--- src/rtl/io_console_pkg.sv ---
// Shared types and constants for the console I/O responder.
package io_console_pkg;

  localparam int unsigned DATA_W                = 32;
  localparam int unsigned DEF_DEBOUNCE_CYCLES   = 50000;
  localparam int unsigned DEF_PRINT_HOLD_CYCLES = 0;

  typedef enum logic [2:0] {
    StIdle,
    StPrintHold,
    StWaitPress,
    StWaitRelease,
    StRelease
  } io_state_t;

endpackage

--- src/rtl/io_button_debouncer.sv ---
// Two-flop synchronizer plus stable-level counter for a bouncing push-button.
module io_button_debouncer
  import io_console_pkg::*;
#(
  parameter int unsigned DEBOUNCE_CYCLES = DEF_DEBOUNCE_CYCLES
) (
  input  logic clk,
  input  logic reset,
  input  logic raw,
  output logic level
);

  // Counter only needs to reach DEBOUNCE_CYCLES-1 before the level flips.
  localparam int unsigned CntW = (DEBOUNCE_CYCLES > 1) ? $clog2(DEBOUNCE_CYCLES) : 1;
  localparam logic [CntW-1:0] CntMax = CntW'(DEBOUNCE_CYCLES - 1);

  logic [1:0]      sync_q;
  logic [CntW-1:0] cnt_q;
  logic            level_q;

  // Synchronize, then flip the level after enough consecutive differing samples.
  always_ff @(posedge clk or negedge reset) begin
    if (!reset) begin
      sync_q  <= 2'b00;
      cnt_q   <= '0;
      level_q <= 1'b0;
    end else begin
      sync_q <= {sync_q[0], raw};
      if (sync_q[1] != level_q) begin
        if (cnt_q == CntMax) begin
          level_q <= sync_q[1];
          cnt_q   <= '0;
        end else begin
          cnt_q <= cnt_q + 1'b1;
        end
      end else begin
        // Any sample agreeing with the current level restarts the run.
        cnt_q <= '0;
      end
    end
  end

  assign level = level_q;

endmodule

--- src/rtl/io_console_unit.sv ---
// Console I/O responder: latches print values, stalls the core for switch input.
module io_console_unit
  import io_console_pkg::*;
#(
  parameter int unsigned DEBOUNCE_CYCLES   = DEF_DEBOUNCE_CYCLES,
  parameter int unsigned PRINT_HOLD_CYCLES = DEF_PRINT_HOLD_CYCLES,
  parameter int unsigned SW_WIDTH          = 16
) (
  input  logic                clk,
  input  logic                reset,
  input  logic                print,
  input  logic [DATA_W-1:0]   print_data,
  input  logic                in_req,
  input  logic [SW_WIDTH-1:0] switches,
  input  logic                enter_btn,
  output logic                pause,
  output logic                read,
  output logic [DATA_W-1:0]   in_data,
  output logic [DATA_W-1:0]   display_value,
  output logic                display_valid,
  output logic                busy
);

  // Hold counter loads HOLD-1 so PRINT_HOLD lasts exactly HOLD cycles.
  localparam int unsigned HoldW = (PRINT_HOLD_CYCLES > 1) ? $clog2(PRINT_HOLD_CYCLES) : 1;
  localparam logic [HoldW-1:0] HoldLoad = HoldW'(PRINT_HOLD_CYCLES - 1);
  localparam logic HoldEn = (PRINT_HOLD_CYCLES > 0);

  io_state_t         state_q;
  logic [HoldW-1:0]  hold_q;
  logic              in_flag_q;
  logic              armed_q;
  logic [DATA_W-1:0] in_data_q;
  logic [DATA_W-1:0] disp_q;
  logic              valid_q;
  logic              btn_level;

  io_button_debouncer #(
    .DEBOUNCE_CYCLES(DEBOUNCE_CYCLES)
  ) u_debouncer (
    .clk  (clk),
    .reset(reset),
    .raw  (enter_btn),
    .level(btn_level)
  );

  // Control FSM with hold counter and capture registers.
  always_ff @(posedge clk or negedge reset) begin
    if (!reset) begin
      state_q   <= StIdle;
      hold_q    <= '0;
      in_flag_q <= 1'b0;
      armed_q   <= 1'b0;
      in_data_q <= '0;
      disp_q    <= '0;
      valid_q   <= 1'b0;
    end else begin
      unique case (state_q)
        StIdle: begin
          if (in_req) begin
            state_q   <= StWaitPress;
            in_flag_q <= 1'b0;
            armed_q   <= 1'b0;
          end else if (print) begin
            disp_q  <= print_data;
            valid_q <= 1'b1;
            if (HoldEn) begin
              hold_q  <= HoldLoad;
              state_q <= StPrintHold;
            end
          end
        end
        StPrintHold: begin
          if (hold_q == '0) begin
            state_q   <= StRelease;
            in_flag_q <= 1'b0;
          end else begin
            hold_q <= hold_q - 1'b1;
          end
        end
        StWaitPress: begin
          // A button already held on entry must be seen low before it counts.
          if (!btn_level) begin
            armed_q <= 1'b1;
          end else if (armed_q) begin
            in_data_q <= DATA_W'(switches);
            in_flag_q <= 1'b1;
            state_q   <= StWaitRelease;
          end
        end
        StWaitRelease: begin
          if (!btn_level) state_q <= StRelease;
        end
        StRelease: begin
          // Old instruction is still current here; requests are ignored.
          state_q <= StIdle;
        end
        default: state_q <= StIdle;
      endcase
    end
  end

  // Mealy stall so the PC never moves past a requesting instruction.
  always_comb begin
    pause = 1'b0;
    unique case (state_q)
      StPrintHold, StWaitPress, StWaitRelease: pause = 1'b1;
      StIdle:                                  pause = in_req | (print & HoldEn);
      default:                                 pause = 1'b0;
    endcase
    pause = pause & reset;
    read  = reset & (state_q == StRelease) & in_flag_q;
  end

  assign in_data       = in_data_q;
  assign display_value = disp_q;
  assign display_valid = valid_q;
  assign busy          = (state_q != StIdle);

endmodule
--- config.mk ---
export PLATFORM = sky130hd
export DESIGN_NAME = io_console_unit
export DESIGN_NICKNAME = d
export VERILOG_FILES = /design/src/rtl/io_console_pkg.sv /design/src/rtl/io_button_debouncer.sv /design/src/rtl/io_console_unit.sv
export SDC_FILE = /design/constraint.sdc
export NUM_CORES = 1
export LEC_CHECK = 0
export BUFFER_PORTS_ARGS = -buffer_cell sky130_fd_sc_hd__buf_2
export CORE_UTILIZATION = 40
export CTS_BUF_LIST = sky130_fd_sc_hd__clkbuf_8
export DETAILED_ROUTE_END_ITERATION = 12
export GPL_ROUTABILITY_DRIVEN = 0
export GPL_TIMING_DRIVEN = 1
export PLACE_DENSITY = 0.7
export SYNTH_ARGS = -nofsm -noshare
export SYNTH_HDL_FRONTEND = slang
export SYNTH_SLANG_ARGS = --single-unit
--- constraint.sdc ---
create_clock -name clk -period 1.4 [get_ports clk]
set_input_delay 0.07 -clock clk [delete_from_list [all_inputs] [get_ports clk]]
set_output_delay 0.07 -clock clk [all_outputs]
set_load 0.005 [all_outputs]
### Word-level counts from Yosys, hierarchy flattened

Index checks and enable logic that the tools add are counted.

* $add $sub $neg: 2
* equality and inequality tests: 12
* muxes and demuxes: 17
* bitwise gates (word level): 4
* reduce and logical (&&, ||, !) cells: 11

Operators by type and width (count)
* $mux W16: 2
* $add A16 B1 Y16 const B: 1
* $eq A16 B16 Y1 const B: 1
* $mux W3: 5
* $pmux W3 S4: 1
* $ne A2 B2 Y1 const B: 5
* $reduce_and A5 Y1: 2
* $reduce_and A3 Y1: 3
* $eq A3 B2 Y1 const B: 2
* $mux W1: 6
* $reduce_bool A3 Y1: 2
* $pmux W1 S2: 2
* $and A1 B1 Y1: 3
* $eq A3 B1 Y1 const B: 1
* $eq A3 B3 Y1 const B: 1
* $logic_not A3 Y1: 1
* $pmux W1 S3: 1
* $reduce_or A3 Y1: 1
* $ne A2 B1 Y1 const B: 1
* $reduce_and A2 Y1: 1
* $reduce_bool A2 Y1: 1
* $ne A1 B1 Y1: 1
* $not A1 Y1: 1
* $sub A1 B1 Y1 const B: 1

* register bits after elaboration: 74
* input port bits: 53
* output and inout bits: 68
* logic and storage cells: 56

### Logic depth before layout (Yosys ltp)

Gate-level depths: netlist of the first run.

* depth after elaboration: 4
* mapped depth: 6
* gate-level depth less buffers: 5

### Hierarchy

From an unflattened synthesis of the first run, not the netlist that was laid out.

* cell total of the unflattened synthesis: 232
* area, all modules: 3279.4 um^2

Modules (own cells, without submodules)
* io_console_unit: instances 1, cells an instance 149, area each 2342.2 um^2
* io_button_debouncer: instances 1, cells an instance 83, area each 937.1 um^2

### Worst setup path after synthesis of the first run

No wires, ideal clock.

* path type: reg-to-reg
* from: register state_q[0]
* to: register in_data_q[10] (netlist: in_data[10])
* library setup time: 0.125 ns
* arrival time: 1.442 ns
* required time: 1.275 ns
* setup slack: -0.167 ns
* cell stages (with the launch flop): 6
* path buffers: 3
* clock period less this slack: 1.567 ns
* path through: dfrtp_1 clkbuf_1 or3_1 buf_6 buf_12 mux2_4

* cells in the longest elaborated chain, start to end: 2

Ends and longest elaborated chain
* start: declaration: line io_console_unit.sv:29 `io_state_t state_q;`
* start signal: assignment: line io_console_unit.sv:50 `state_q <= StIdle;`
* start signal: assignment: line io_console_unit.sv:61 `state_q <= StWaitPress;`
* start signal: assignment: line io_console_unit.sv:69 `state_q <= StPrintHold;`
* $eq A3 B2 Y1: line io_console_unit.sv:58 `unique case (state_q)`
* $reduce_and A3 Y1 (no source line)
* end signal: assignment: line io_console_unit.sv:86 `in_data_q <= DATA_W'(switches);`
* end: declaration: line io_console_unit.sv:33 `logic [DATA_W-1:0] in_data_q;`

No other way between the ends.
A chain may end at the register's enable or synchronous reset.

### Worst setup path in the final report of the first run

* from: register state_q[1]
* to: register in_data_q[13] (netlist: in_data[13])

Same word-level chain as after synthesis.

==> results of run 1 <==
==> kinds of logic after synthesis <==
logic type / share of synthesized area, %
AO/OA/AOI/OAI: 1.44
XOR/XNOR: 4.21
adder cells (fa/ha/maj): 0.401
buffers and inverters: 6.58
flip-flops: 58.6
multiplexers: 18.9
other: 0.120
AND/OR/NAND/NOR: 9.79
==> final cells by class <==
class | count | area, sq um | area share (%)
Clock buffer | 9 | 124 | 2.56
Clock inverter | 6 | 133 | 2.74
Inverter | 5 | 18.8 | 0.388
Multi-Input combinational cell | 148 | 1250 | 25.9
Sequential cell | 73 | 1830 | 37.8
Tap cell | 99 | 124 | 2.56
Timing Repair Buffer | 191 | 1350 | 28.0
==> cells in the mapped netlist, types with 2 or more instances <==
| master | n | share of area, % |
|---|---|---|
| dfrtp_1 | 73 | 59 |
| nor2_1 | 23 | 2.8 |
| or3_1 | 3 | 0.60 |
| xor2_1 | 2 | 0.56 |
| a21oi_1 | 3 | 0.48 |
| buf_2 | 4 | 0.64 |
| clkbuf_1 | 2 | 0.24 |
| xnor2_1 | 13 | 3.7 |
| inv_1 | 5 | 0.60 |
| mux2_4 | 10 | 4.8 |
| nand2_1 | 5 | 0.60 |
| nand3_1 | 6 | 0.96 |
| o21ai_0 | 3 | 0.48 |
| buf_4 | 17 | 4.1 |
| nor3_1 | 7 | 1.1 |
| nand4_1 | 3 | 0.60 |
| nor4_1 | 3 | 0.60 |
| nor4bb_1 | 2 | 0.64 |
| mux2_2 | 39 | 14 |
==> worst max-delay path, delay by kind of cell (launching register included) <==
family                 cells  cell delay, ns
muxes                      1            0.30
DFF                        1            0.43
and+or+nand+nor            2            0.45
buffers and inverters      1            0.17
==> cell usage in the layout, fill, tap and decap left out, drive strengths merged, types with 4 or more instances in the layout <==
cell type,n
conb,16
buf,141
nand3,7
clkbuf,9
bufinv,4
xnor2,13
mux2,49
inv,6
nand2,5
dfrtp,73
dlygate4sd3,50
nor2,23
nor3,7
==> worst paths after layout <==
path	from	to	slack, ns	cells past startpoint
hold reg to reg	u_debouncer.sync_q[0]	u_debouncer.sync_q[1]	0.36	0
setup reg to reg	state_q[1]	in_data[13]	-0.09	4
hold / removal	in_req	state_q[1]	0.03	3
max in group asynchronous	reset	u_debouncer.cnt_q[2]	0.63	3
min in group asynchronous	reset	armed_q	0.09	2
setup / recovery	state_q[1]	in_data[13]	-0.09	4
==> what timing repair did <==
item,in CTS,in global routing
resized for setup,10,14
pin swaps,10,7
setup endpoints to repair,65,69
setup buffers,4,3
hold buffers,50,0
hold endpoints to repair,122,0
==> layer usage <==
layer  GRT usage [%]  up-vias  part of all wire (%)
met5               0        -                     0
met4            8.47        0                   2.2
met3            4.46       14                   4.5
met2            31.6       94                    53
met1            21.7     1185                    41
li1                -     1157                     -
==> power by group through the flow <==
stage | logic [W] | registers, W | clock network [W]
2_1_floorplan | 0.000124 | 0.00226 | 0
3_3_place_gp | 0.000305 | 0.00225 | 0
3_5_place_dp | 0.000311 | 0.00225 | 0
4_1_cts | 0.000425 | 0.00221 | 0.00215
5_1_grt | 0.000473 | 0.00222 | 0.00224
6_report | 0.000428 | 0.00221 | 0.00210
==> state kept, by name (all words and copies together) (netlist names) <==
register,flops
display_value,32
in_data,16
u_debouncer.cnt_q,16
state_q,3
u_debouncer.sync_q,2
armed_q,1
display_valid,1
in_flag_q,1
u_debouncer.level,1
==> through the flow <==
step | utilization, % | hold slack, ns
after floorplan | - | -0.226
after global placement | 52.7 | -0.0995
after detailed placement | 52.7 | -0.0956
after CTS | 64.0 | 0.0113
after global routing | 65.3 | 0.0272
final | 65.3 | 0.0343
==> reports/results.ini, run 1 <==
[placement]
area_after_dpl_sq_mm=0.00391
hpwlAfterDp_mm=4.33
dp_cells=459
preCtsSetupSlack_ns=-0.0813
port_buffers=104

[die]
initial_core_util_pct=42.1
die-width_um=90.3
fp.coreArea_sq_mm=0.00741
ios=121
floorplan_die_height_um=90.3
fp.dieArea_sq_mm=0.00815
num_rows=31

[worst_setup_path]
max_stage_delay_ns=0.43
worst_ep_required_time_ns=1.62
cp_slowest_cell=dfrtp_1
path_cells=nand3_2 -> or3_4 -> buf_12 -> mux2_4
timing.setup.critical_path_class=register to register
cp_data_arrival_time_ns=1.70
crit_path_start_kind=register
endpoint_kind=register
path_max_fanout=16

[yosys]
synth_enable_flop_cells=0
syn-mean-instance-area_sq_um=13.2
synth.ff_latch_count=73
synth.yosys.seq_area_share_pct=58.6
synth_area_sq_mm=0.00312
synthDistinctLibCells=32
post_synth_top_flop=dfrtp_1
ys_warn_count=0
postSynth.asyncResetShare_pct=100
number_of_instances_in_the_synthesized_netlist=236

[routing]
detailroute.via_count=2450
drcViolationCount=0
wl_per_cell_um=13.8
drt-initial-drc-count=53
drt_pre_antenna_iters=4
finalWirelength_mm=7.30
avgViaCountPerCell=4.61
ant_nets=0

[power]
clock_power_share_pct=44.3
power.leakage_nw=2.44
logic_gate_share_of_total_power_pct=9.0
total_switching_power_w=0.000952
power.total_w=0.00475
max-vdd-ir-drop_uv=630
powerDensity_mw_per_mm2=982
internal_power_w=0.00379
seq_pwr_share_pct=46.7
netSwitchingFraction_pct=20.1

[clock_tree]
cts.clk_slew.worst_paths_ns=0.07
tritoncts.num_buffers=9
cts-root-to-sink-buffers=2
cts.root.buffer_cell=clkbuf_8
cts_tree=built
clock-sinks=73
cts-htree-levels=3
clk_lat_worst_skew_ns=0.33

[global_route]
grt_pass1_vias=2522
grt_antenna_before_repair=0
grt_max_degree=38
grt_pass1_wl_mm=11.7
overflow=0
globalRouteTotalUtil_pct=18.4

[sta]
finalSetupViolCount=61
fmax_ghz=0.673
share_of_the_clock_period_used_by_the_worst_path_after_layout_pct=106
worst_clock_skew_ns=0.00624
maxSlewViolCount=0
rsz0062_at_grt=yes
period_minus_slack_ns=1.49
postLayoutSetupSlackWorst_ns=-0.0860
post_route_setup_tns_ns=-2.01
final_hold_violation_count=0

[outcome]
status=finished, violations left
failed_checks=negative setup slack

[run]
cap_violations=0

[final_layout]
final_net_count=482
fin_area_sq_mm=0.00483
layout-area-overhead-vs-synth_pct=55.0
filler_cell_count=533
share_of_cells_above_drive_strength_1_pct=51.9
antenna_cells_inserted=0
number_of_standard_cells_in_the_final_layout_excluding_fillers=531

[hold_path]
hp-class=input pin to register

No activity file was read; power rests on OpenSTA's default activity.
==> run 2, diff against run 1 <==
SYNTH_HIERARCHICAL = 1   (was unset)
==> reports/results.ini, run 2 <==
[die]
initial_core_util_pct=41.8
fp.coreArea_sq_mm=0.00785
fp.dieArea_sq_mm=0.00856
floorplan_die_height_um=92.5
ios=121
die-width_um=92.5
num_rows=32

[final_layout]
layout.cells.most_common_list=buf_2 (103), dfrtp_1 (71), dlygate4sd3_1 (50), mux2_4 (25), mux2_2 (24)
filler_cell_count=602
final_net_count=470
mostFrequentLayoutCell=buf_2
fin_area_sq_mm=0.00489
layout-area-overhead-vs-synth_pct=49.2
largest_reg_flops=32
share_of_cells_above_drive_strength_1_pct=54.4
antenna_cells_inserted=0

[placement]
hpwlAfterDp_mm=4.36
port_buffers=104
area_after_dpl_sq_mm=0.00399

[worst_setup_path]
path_max_fanout=3
cp_slowest_cell=dfrtp_1
worst_r2r_endpoint=u_debouncer/level
endpoint_kind=register
path_cells=ha_4 -> and3_4 -> nand4_1 -> mux2_2
crit_path_start_kind=register
timing.reg2reg.worst_path_depth=4
r2r_setup_slack_ns=-0.02
max_stage_delay_ns=0.42
rr_startpoint=u_debouncer/cnt_q[0]
worst_ep_required_time_ns=1.63
cp_data_arrival_time_ns=1.66
timing.setup.critical_path_class=register to register

[global_route]
grt_pass1_vias=2532
grt_antenna_before_repair=0
globalRouteTotalUtil_pct=17.9
grt_max_degree=74
overflow=0
grt_pass1_wl_mm=11.8

[clock_tree]
tritoncts.num_buffers=9
cts-htree-levels=3
clk_lat_worst_skew_ns=0.35
cts_tree=built
cts-root-to-sink-buffers=2
clock-sinks=73
cts.clk_slew.worst_paths_ns=0.08
cts.root.buffer_cell=clkbuf_8

[routing]
drt_pre_antenna_iters=4
detailroute.via_count=2398
wl_per_cell_um=13.7
avgViaCountPerCell=4.59
drcViolationCount=0
ant_nets=0
finalWirelength_mm=7.19
drt-initial-drc-count=82

[yosys]
yosysMostFrequentCell=dfrtp_1
post_synth_top_flop=dfrtp_1
postSynth.asyncResetShare_pct=100
synth.yosys.seq_area_share_pct=55.7
synthDistinctLibCells=34
synth.area.top_cells=dfrtp_1 (56%), mux2_4 (11%), mux2_2 (8.2%), buf_4 (3.9%), xnor2_1 (3.2%)
synth_largest_area_cell=dfrtp_1
netlist_top_cells_count=dfrtp_1 (73), mux2_4 (25), mux2_2 (24)
synth_enable_flop_cells=0
synth_largest_type_area_fraction_pct=55.7
number_of_instances_in_the_synthesized_netlist=232
ys_warn_count=6
synth.ff_latch_count=73
syn-mean-instance-area_sq_um=14.1
synth_area_sq_mm=0.00328

[run]
cap_violations=0

[sta]
maxSlewViolCount=0
worst_clock_skew_ns=0.00679
final_hold_violation_count=0
rsz0062_at_grt=yes
postLayoutSetupSlackWorst_ns=-0.0221
post_route_setup_tns_ns=-0.0279
worst_hold_slack_ns=0.0404
share_of_the_clock_period_used_by_the_worst_path_after_layout_pct=102
fmax_ghz=0.703
finalSetupViolCount=2
period_minus_slack_ns=1.42

[power]
powerDensity_mw_per_mm2=894
max-vdd-ir-drop_uv=545
power.leakage_nw=2.50

[hold_path]
min_from=in_req
hold_end=state_q[1]
depth_of_the_worst_hold_timing_path=3
hp-class=input pin to register

[outcome]
failed_checks=negative setup slack
status=finished, violations left

## run 2: power by group
part	internal, W	total [W]	switching (W)
clock network	0.00102	0.00185	0.000832
logic	0.000218	0.000356	0.000138
registers	0.00214	0.00216	0.0000230
## run 2: cell type report
cell class	count	area, sq um	area share (%)
clock buffer	9	124	2.53
clock inverter	7	101	2.07
inverter	4	15.0	0.307
multi-input combinational	147	1400	28.6
sequential	73	1830	37.4
tap	102	128	2.61
timing repair buffer	181	1300	26.5
## run 2: stage by stage
| step | total power (W) | setup slack [ns] | utilization (%) | instances |
|---|---|---|---|---|
| 2_1_floorplan | 0.00230 | 0.0211 | - | 247 |
| 3_3_place_gp | 0.00243 | -0.0238 | 50.8 | 451 |
| 3_5_place_dp | 0.00243 | -0.0425 | 50.8 | 451 |
| 4_1_cts | 0.00442 | -0.0168 | 60.7 | 517 |
| 5_1_grt | 0.00455 | -0.0728 | 62.4 | 523 |
| 6_report | 0.00437 | -0.0221 | 62.4 | 523 |
## run 2: kinds of logic (layout without fill, tap and decap cells)
family	after synthesis	after routing	share of synthesized area, %
fa+ha+maj	1	1	0.381
mux	49	49	19.7
simple gates	59	59	12.2
flops	73	73	55.7
xor+xnor	15	15	4.01
compound gates	7	7	1.45
other cells	1	16	0.114
buf+inv	27	201	6.41
## run 2: layer usage
metal  vias to the layer above  GRT usage, %  share of wire, %
met3                         8          4.52               5.3
met2                        79          31.5                54
li1                       1139             -                 -
met4                         0          5.47              0.97
met5                         -             0                 0
met1                      1172          21.3                40
## run 2: what timing repair did
item,4_1_cts,5_1_grt
pin swaps,3,12
endpoints found under the setup margin,18,51
setup buffers,0,6
hold buffers,50,0
gates resized for setup,9,19
gates cloned,0,0
hold endpoints to repair,122,0
## run 2: worst max path at each step
| stage | slack [ns] | to | start |
|---|---|---|---|
| after floorplan | 0.02 | u_debouncer/level | u_debouncer/cnt_q[0] |
| after global placement | -0.02 | u_debouncer/cnt_q[14] | u_debouncer/cnt_q[0] |
| after detailed placement | -0.04 | u_debouncer/cnt_q[14] | u_debouncer/cnt_q[0] |
| after CTS | -0.02 | u_debouncer/level | u_debouncer/cnt_q[0] |
| after global routing | -0.07 | u_debouncer/cnt_q[3] | u_debouncer/cnt_q[0] |
| final | -0.02 | u_debouncer/level | u_debouncer/cnt_q[0] |
## run 2: worst max-delay path: cells and delay by family, from the launching register on
kind	cells	cell delay [ns]
adder cells (fa/ha/maj)	1	0.19
flip-flops	1	0.42
multiplexers	1	0.36
AND/OR/NAND/NOR	2	0.35
